[config.mk]
export PLATFORM = sky130hd
export DESIGN_NAME = pixel_writer
export DESIGN_NICKNAME = d
export VERILOG_FILES = /design/src/rtl/pixel_writer_pkg.sv /design/src/rtl/pw_delay_line.sv /design/src/rtl/pixel_writer.sv
export SDC_FILE = /design/constraint.sdc
export NUM_CORES = 1
export LEC_CHECK = 0
export BUFFER_PORTS_ARGS = -buffer_cell sky130_fd_sc_hd__buf_2
export CORE_ASPECT_RATIO = 0.8
export CORE_MARGIN = 2
export CORE_UTILIZATION = 45
export CTS_CLUSTER_SIZE = 40
export DETAILED_ROUTE_END_ITERATION = 7
export GPL_TIMING_DRIVEN = 0
export HOLD_SLACK_MARGIN = 0.12
export PLACE_DENSITY = 0.79
export SLEW_MARGIN = 5
export SYNTH_ARGS = -nofsm -noshare
export SYNTH_HDL_FRONTEND = slang
export SYNTH_SLANG_ARGS = --single-unit
[constraint.sdc]
create_clock -name clk -period 3.1 [get_ports clk]
set_clock_uncertainty 0.05 [all_clocks]
set_input_delay 0.155 -clock clk [delete_from_list [all_inputs] [get_ports clk]]
set_output_delay 0.155 -clock clk [all_outputs]
set_load 0.1 [all_outputs]
[src/rtl/pixel_writer_pkg.sv]
// ============================================================================
//  pixel_writer_pkg
//  Shared screen geometry, colour and request types for the pixel writer.
//  Revision: 1.0
// ============================================================================
`default_nettype none

package pixel_writer_pkg;

    localparam int SCREEN_W = 320;
    localparam int SCREEN_H = 240;

    typedef logic [11:0] rgb444_t;

    localparam rgb444_t KEY_COLOUR_DEFAULT = 12'hF0F;

    typedef enum logic [1:0] {
        SRC_FLAT   = 2'd0,
        SRC_BBACK  = 2'd1,
        SRC_PLAYER = 2'd2,
        SRC_WIN    = 2'd3
    } rom_sel_t;

    // Request payload carried alongside the ROM access
    typedef struct packed {
        logic [8:0] x;
        logic [7:0] y;
        rgb444_t    c;
        rom_sel_t   src;
    } pix_req_t;

    localparam int PIX_REQ_W = $bits(pix_req_t);

endpackage

`default_nettype wire

[src/rtl/pw_delay_line.sv]
// ============================================================================
//  pw_delay_line
//  DEPTH-stage shift register for a valid bit plus W-bit payload. Only the
//  valid bits are reset; the payload is don't-care whenever its valid is low.
//  Revision: 1.0
// ============================================================================
`default_nettype none

module pw_delay_line #(
    parameter int DEPTH = 2,
    parameter int W     = 8
) (
    input  logic         clk,
    input  logic         reset,
    input  logic         valid_i,
    input  logic [W-1:0] data_i,
    output logic         valid_o,
    output logic [W-1:0] data_o,
    output logic         any_valid_o
);

    logic [DEPTH-1:0] valid_q;
    logic [W-1:0]     data_q [DEPTH];

    // Shift valid bits one stage per clock; reset drops everything in flight
    always_ff @(posedge clk or posedge reset) begin
        if (reset) begin
            valid_q <= '0;
        end else begin
            valid_q[0] <= valid_i;
            for (int i = 1; i < DEPTH; i++) begin
                valid_q[i] <= valid_q[i-1];
            end
        end
    end

    // Shift payload alongside the valid bits
    always_ff @(posedge clk) begin
        data_q[0] <= data_i;
        for (int i = 1; i < DEPTH; i++) begin
            data_q[i] <= data_q[i-1];
        end
    end

    assign valid_o     = valid_q[DEPTH-1];
    assign data_o      = data_q[DEPTH-1];
    assign any_valid_o = |valid_q;

endmodule

`default_nettype wire

[src/rtl/pixel_writer.sv]
// ============================================================================
//  pixel_writer
//  Final draw stage: drives sprite/background ROM addresses, realigns each
//  pixel request with its ROM data, selects the colour and issues a
//  registered VGA write. One pixel per clock, latency ROM_LAT+1.
//  Optional build macro: PIXEL_WRITER_KEY_EN (colour-key transparency on
//  player and win-banner sprites).
//  Revision: 1.0
// ============================================================================
`default_nettype none

module pixel_writer
    import pixel_writer_pkg::*;
#(
    parameter int      ROM_LAT    = 2,
    parameter rgb444_t KEY_COLOUR = KEY_COLOUR_DEFAULT,
    parameter int      CNT_W      = 17
) (
    input  logic             clk,
    input  logic             reset,
    input  logic             plot,
    input  logic [8:0]       x,
    input  logic [7:0]       y,
    input  logic [11:0]      c,
    input  logic [1:0]       select_rom,
    input  logic             ld_bback,
    input  logic [16:0]      bback_addr,
    input  logic [14:0]      w_addr,
    input  logic [7:0]       p_addr,
    output logic [16:0]      bback_rom_addr,
    output logic [14:0]      w_rom_addr,
    output logic [7:0]       p_rom_addr,
    input  logic [11:0]      bback_q,
    input  logic [11:0]      w_q,
    input  logic [11:0]      p_q,
    output logic [8:0]       vga_x,
    output logic [7:0]       vga_y,
    output logic [11:0]      vga_colour,
    output logic             vga_plot,
    output logic [CNT_W-1:0] pix_count,
    output logic             busy
);

`ifdef PIXEL_WRITER_KEY_EN
    localparam logic KEY_EN = 1'b1;
`else
    localparam logic KEY_EN = 1'b0;
`endif

    // ROM addresses go straight through so the ROM sees them in the request cycle
    assign bback_rom_addr = bback_addr;
    assign w_rom_addr     = w_addr;
    assign p_rom_addr     = p_addr;

    // Erase requests force the board background regardless of select_rom
    rom_sel_t src_in;
    pix_req_t req_in;
    pix_req_t req_dl;
    logic     valid_dl;
    logic     any_valid_dl;

    assign src_in = ld_bback ? SRC_BBACK : rom_sel_t'(select_rom);
    assign req_in = '{x: x, y: y, c: c, src: src_in};

    pw_delay_line #(
        .DEPTH (ROM_LAT),
        .W     (PIX_REQ_W)
    ) u_delay (
        .clk         (clk),
        .reset       (reset),
        .valid_i     (plot),
        .data_i      (req_in),
        .valid_o     (valid_dl),
        .data_o      (req_dl),
        .any_valid_o (any_valid_dl)
    );

    logic             out_valid_q;
    logic             vga_plot_q,   vga_plot_d;
    logic [8:0]       vga_x_q,      vga_x_d;
    logic [7:0]       vga_y_q,      vga_y_d;
    rgb444_t          vga_colour_q, vga_colour_d;
    logic [CNT_W-1:0] pix_count_q,  pix_count_d;
    rgb444_t          colour_sel;
    logic             in_range;
    logic             keyed;

    // Choose the final colour by the source resolved when the request entered
    always_comb begin
        colour_sel = req_dl.c;
        case (req_dl.src)
            SRC_FLAT:   colour_sel = req_dl.c;
            SRC_BBACK:  colour_sel = bback_q;
            SRC_PLAYER: colour_sel = p_q;
            SRC_WIN:    colour_sel = w_q;
            default:    colour_sel = req_dl.c;
        endcase
    end

    // Decide whether the aligned request becomes a real write and compute next outputs
    always_comb begin
        in_range     = (req_dl.x < 9'(SCREEN_W)) && (req_dl.y < 8'(SCREEN_H));
        keyed        = KEY_EN
                       && ((req_dl.src == SRC_PLAYER) || (req_dl.src == SRC_WIN))
                       && (colour_sel == KEY_COLOUR);
        vga_plot_d   = valid_dl && in_range && !keyed;
        vga_x_d      = valid_dl ? req_dl.x   : vga_x_q;
        vga_y_d      = valid_dl ? req_dl.y   : vga_y_q;
        vga_colour_d = valid_dl ? colour_sel : vga_colour_q;
        pix_count_d  = (vga_plot_d && (pix_count_q != '1)) ? pix_count_q + CNT_W'(1)
                                                           : pix_count_q;
    end

    // Output stage: register VGA write and the saturating pixel counter
    always_ff @(posedge clk or posedge reset) begin
        if (reset) begin
            out_valid_q  <= 1'b0;
            vga_plot_q   <= 1'b0;
            vga_x_q      <= '0;
            vga_y_q      <= '0;
            vga_colour_q <= '0;
            pix_count_q  <= '0;
        end else begin
            out_valid_q  <= valid_dl;
            vga_plot_q   <= vga_plot_d;
            vga_x_q      <= vga_x_d;
            vga_y_q      <= vga_y_d;
            vga_colour_q <= vga_colour_d;
            pix_count_q  <= pix_count_d;
        end
    end

    assign vga_plot   = vga_plot_q;
    assign vga_x      = vga_x_q;
    assign vga_y      = vga_y_q;
    assign vga_colour = vga_colour_q;
    assign pix_count  = pix_count_q;
    assign busy       = any_valid_dl | out_valid_q;

endmodule

`default_nettype wire

# Yosys cells after proc, flatten, opt, wreduce, memory -nomap -nowiden
# Memory sizes are Yosys's and may differ from the RTL's.
# Index checks and enable logic that the tools add are counted.
[totals]
ff_bits = 50
latch_bits = 0
ram_bits = 62
romBits = 0
output_inout_bits = 88
word_cells = 23
memories = 1
[mem_list]
columns = ["memory", "depth", "word_bits", "rd", "rd_clocked_by_memory_dff", "wr", "line_no", "text"]
rows = [
  ["u_delay.data_q", 2, 31, 2, 0, 2, "pw_delay_line.sv:23", "logic [W-1:0] data_q [DEPTH];"],
]
[op_classes]
add_sub_neg = 1
mul = 0
div = 0
order_cmp = 2
n_eq_ne = 4
n_shift = 0
muxes = 2
bitwise_logic = 1
n_reduce_logical = 5
[op_table]
columns = ["operator", "n"]
rows = [
  ["case mux 12 bit (4 select lines)", 1],
  ["adder 17 x 1 -> 17 bit (second input constant)", 1],
  ["!= test 17 bit (second input constant)", 1],
  ["< comparator 9 bit (second input constant)", 1],
  ["< comparator 8 bit (second input constant)", 1],
  ["== test 2 bit (second input constant)", 2],
  ["logical AND 1 bit", 3],
  ["== test 2 x 1 -> 1 bit (second input constant)", 1],
  ["logical NOT 2 bit", 1],
  ["2-to-1 mux 2 bit", 1],
  ["OR reduction 2 bit", 1],
  ["OR 1 bit", 1],
]

# Logic depth before layout (Yosys ltp)
# An unclocked memory read counts as a cell.
[logic_depth]
ltp_word = 5
ltp_mapped = 10

# Cells and area by module
# Synthesis repeated with hierarchy kept, for this count alone.
[unflattened]
cells_unflattened = 291
hier_area_um2 = 4105.2
[modules_own_cells]
columns = ["module", "instances", "cells_per_inst", "area_per_inst_um2"]
rows = [
  ["pixel_writer", 1, 194, 2571.2],
  ["pw_delay_line", 1, 97, 1534.0],
]

# Worst setup path before layout
# OpenSTA, ideal clock, no wires.
[synth_path]
path_type = "register to register"
start = "register pix_count_q[0] (netlist: pix_count[0])"
end = "register pix_count_q[1] (netlist: pix_count[1])"
setup_time_ns = 0.126
arrival_time_ns = 2.764
setup_slack_ns = 0.160
stages_incl_launch_ff = 10
n_path_buf = 2
period_less_slack_ns = 2.940
cell_sequence = "dfrtp_1 ha_1 inv_1 or2_1 buf_6 nor3_1 ha_1 nand4b_2 buf_2 mux2_2"
[synth_between]
elab_chain_len = 2
elab_cells_between_ends = 3
cone_classes = "add/sub (1); eq/ne (1); reduce/logical (1)"
[synth_rtl]
columns = ["item", "line_no", "text"]
rows = [
  ["from (decl)", "pixel_writer.sv:83", "logic [CNT_W-1:0] pix_count_q, pix_count_d;"],
  ["from (signal assigned)", "pixel_writer.sv:129", "pix_count_q <= pix_count_d;"],
  ["parallel branches: the longest is 2 deep, another holds adder 17 x 1 -> 17 bit", "n/a", ""],
]
# Parallel ways; which one is timed is not known.
# A chain may end at the register's enable or synchronous reset.

# Worst setup path in the final report
# Same ends and word-level chain as after synthesis.

==> flow_summary.ini <==
[critical_path]
critical_path.top_delay_family = simple AND/OR/NAND/NOR gates
cp_common_cell = ha_1
crit_slowest_cell = dfrtp_1
critical_path_peak_fanout = 10
crit_required_ns = 3.31
critical_path_buf_inv_count = 3
cp_slowest_stage_delay_ns = 0.48
critPathCaptureType = flop
critical_path_arrival_ns = 2.66
critPathKind = flop to flop
crit_chain = ha_1 > inv_1 > or2_1 > buf_6 > nor3_1 > ha_1 > nand4b_2 > buf_2 > mux2_2
start_kind = flop

[layout]
ff_latch_area_um2 = 2490
drive_gt1_share_pct = 56.1
final_core_util_pct = 63.8
syn_to_final_growth_pct = 38.7
multiInputGateArea_um2 = 1020
nNetsFinal = 580
antenna_cells = 0
final_cells = 584
fillers = 649

[global_routing]
grt_pass1_wl_um = 12900
grt_usage_pct = 17.9
grt_antenna_before_repair = 0
overflow = 0
grt_pass1_vias = 2751
grt_max_degree = 29

[run]
maxCapViolations = 0

[sta]
report.final.slew_viol_count = 0
setup_viol = 0
tightest_slew_ns = 0.591
fin_ws_ns = 0.647
hold_violations = 0
finalCriticalPeriod_ns = 2.45
min_period_over_period_pct = 79.1
slew_headroom_pct = 60.6
fmax_mhz = 408
finalSetupTns_ns = 0
grt_setup_unrepaired = false

[synth]
ys.flop_type = dfxtp_1
syn_avg_cell_area_um2 = 14.7
synth-seq-cells = 112
yosysMostFrequentCell = dfxtp_1
syn_area_um2 = 3870
yosysWarnings = 0
synth_top_area_cell = dfrtp_1
synth_common_cells = dfxtp_1, dfrtp_1, buf_4
async_flop_share_pct = 44.6
synth-edff-count = 0
synth_top_area_share_pct = 32.3
synth_cell_types = 29
synth_area_leaders = dfrtp_1, dfxtp_1, mux2_2
seq_area_frac_synth_pct = 64.4
synthCells = 263
synth_fp_nets = 376

[detailed_routing]
num_vias = 2718
first_pass_iters = 4
wl_um = 8150
postRouteAntennaNets = 0
drcViolationCount = 0
drt_iter0_markers = 58
via_per_inst = 4.65
wl_per_cell_um = 14.0

[die]
die_height_um = 86.9
die_area_um2 = 9360
start_util_pct = 46.0
fp.dieW_um = 108
rows = 30
pin_count = 199
coreArea_um2 = 8410

[worst_hold_path]
worstHoldPathType = input port to flop

[power_and_ir_drop]
max-vdd-ir-drop_uv = 379
power.leakage_nw = 2.64
power.density_nw_per_um2 = 712

[clock_network]
cts-root-buf = clkbuf_8
cts-htree-levels = 3
numCtsBuffers = 9
cts.clk_slew.worst_paths_ns = 0.11
cts_tree = done
clock-sinks = 112
clock_path_buffers = 2
cts_resized = 0
clock_latency_ns = 0.37

[placed_design]
place_worst_setup_slack_ns = 0.657
dp_cells = 534
gp_congestion = 0.805
dp.final_hpwl_um = 5740
portBuffers = 158

[outcome]
status = finished, final reports clean
## metrics by stage
stage	power, mW	hold slack, ns	instance area, um^2
6_report	3.82	0.182	5370
2_1_floorplan	2.72	0.133	3870
3_5_place_dp	2.94	0.185	4820
4_1_cts	3.85	0.158	5370
5_1_grt	3.98	0.165	5370
3_3_place_gp	2.92	0.208	4800
## logic make-up after synthesis
family | after synthesis | share of synthesized area, %
compound gates | 1 | 0.129
buf+inv | 52 | 9.18
fa+ha+maj | 2 | 0.647
flops | 112 | 64.4
mux | 43 | 16.0
simple gates | 38 | 6.21
xor+xnor | 15 | 3.40
## state kept, by name, indices dropped and copies added, names as in the netlist
| signal | cells |
|---|---|
| u_delay.data_q | 62 |
| pix_count | 17 |
| vga_colour | 12 |
| vga_x | 9 |
| vga_y | 8 |
| u_delay.valid_q | 2 |
| out_valid_q | 1 |
| vga_plot | 1 |
## power by group
part | total, mW | switching (mW) | leakage, nW | internal (mW)
logic | 1.26 | 0.993 | 1.41 | 0.271
clock network | 0.880 | 0.477 | 0.0977 | 0.403
registers | 1.67 | 0.0979 | 1.14 | 1.58
total | 3.82 | 1.57 | 2.64 | 2.25
## worst register-to-register path: cells and delay by family, from the launching register on
kind | cells | cell delay [ns]
adder cells (fa/ha/maj) | 2 | 0.38
multiplexers | 1 | 0.35
AND/OR/NAND/NOR | 3 | 0.62
buffers and inverters | 3 | 0.47
flip-flops | 1 | 0.48
## area by class of cell
type | instances | share of cell area (%)
Multi-Input combinational cell | 99 | 19.0
Timing Repair Buffer | 193 | 21.5
Clock buffer | 11 | 2.63
Sequential cell | 112 | 46.4
Clock inverter | 5 | 1.21
Tap cell | 112 | 2.61
Inverter | 4 | 0.280
Buffer | 48 | 6.34
## final timing paths
path	start	to	slack, ns	cells after the start
worst min-delay path	p_q[2]	vga_colour[2]	0.18	3
min in group asynchronous	reset	vga_colour[2]	0.33	3
worst max-delay path	pix_count[0]	pix_count[1]	0.65	9
worst max register to register	pix_count[0]	pix_count[1]	0.65	9
max in group asynchronous	reset	pix_count[5]	2.13	4
worst min register to register	u_delay.data_q[0][17]	u_delay.data_q[0][48]	0.28	0
## cell usage in the layout (no fill, tap or decap), types with 3 or more instances in the layout
cell type / synthesis / layout
dfxtp_1: 62 / 62
nor4_1: 5 / 5
mux4_2: 12 / 12
xnor2_1: 3 / 3
buf_2: 2 / 160
dlygate4sd3_1: 0 / 34
mux2_2: 31 / 31
dfrtp_1: 50 / 50
nand3_1: 5 / 5
inv_1: 4 / 3
buf_1: 3 / 3
xor2_1: 12 / 12
nor2_1: 4 / 4
nor3_1: 5 / 5
clkbuf_1: 2 / 3
nand4_1: 4 / 4
buf_4: 40 / 40
nand2_1: 4 / 4
clkbuf_8: 0 / 10
## metal layers
layer	GRT usage [%]	vias up	routed length (um)
li1	-	1271	-
met1	20.2	1295	3010
met2	31.8	135	4230
met3	6.81	17	769
met4	5.36	0	144
met5	0	-	0
## timing repair
item	4_1_cts	5_1_grt
buffers inserted	0	0
setup endpoints to repair	0	0
hold endpoints to repair	54	0
hold buffers	34	0
No activity file was read; power rests on OpenSTA's default activity.
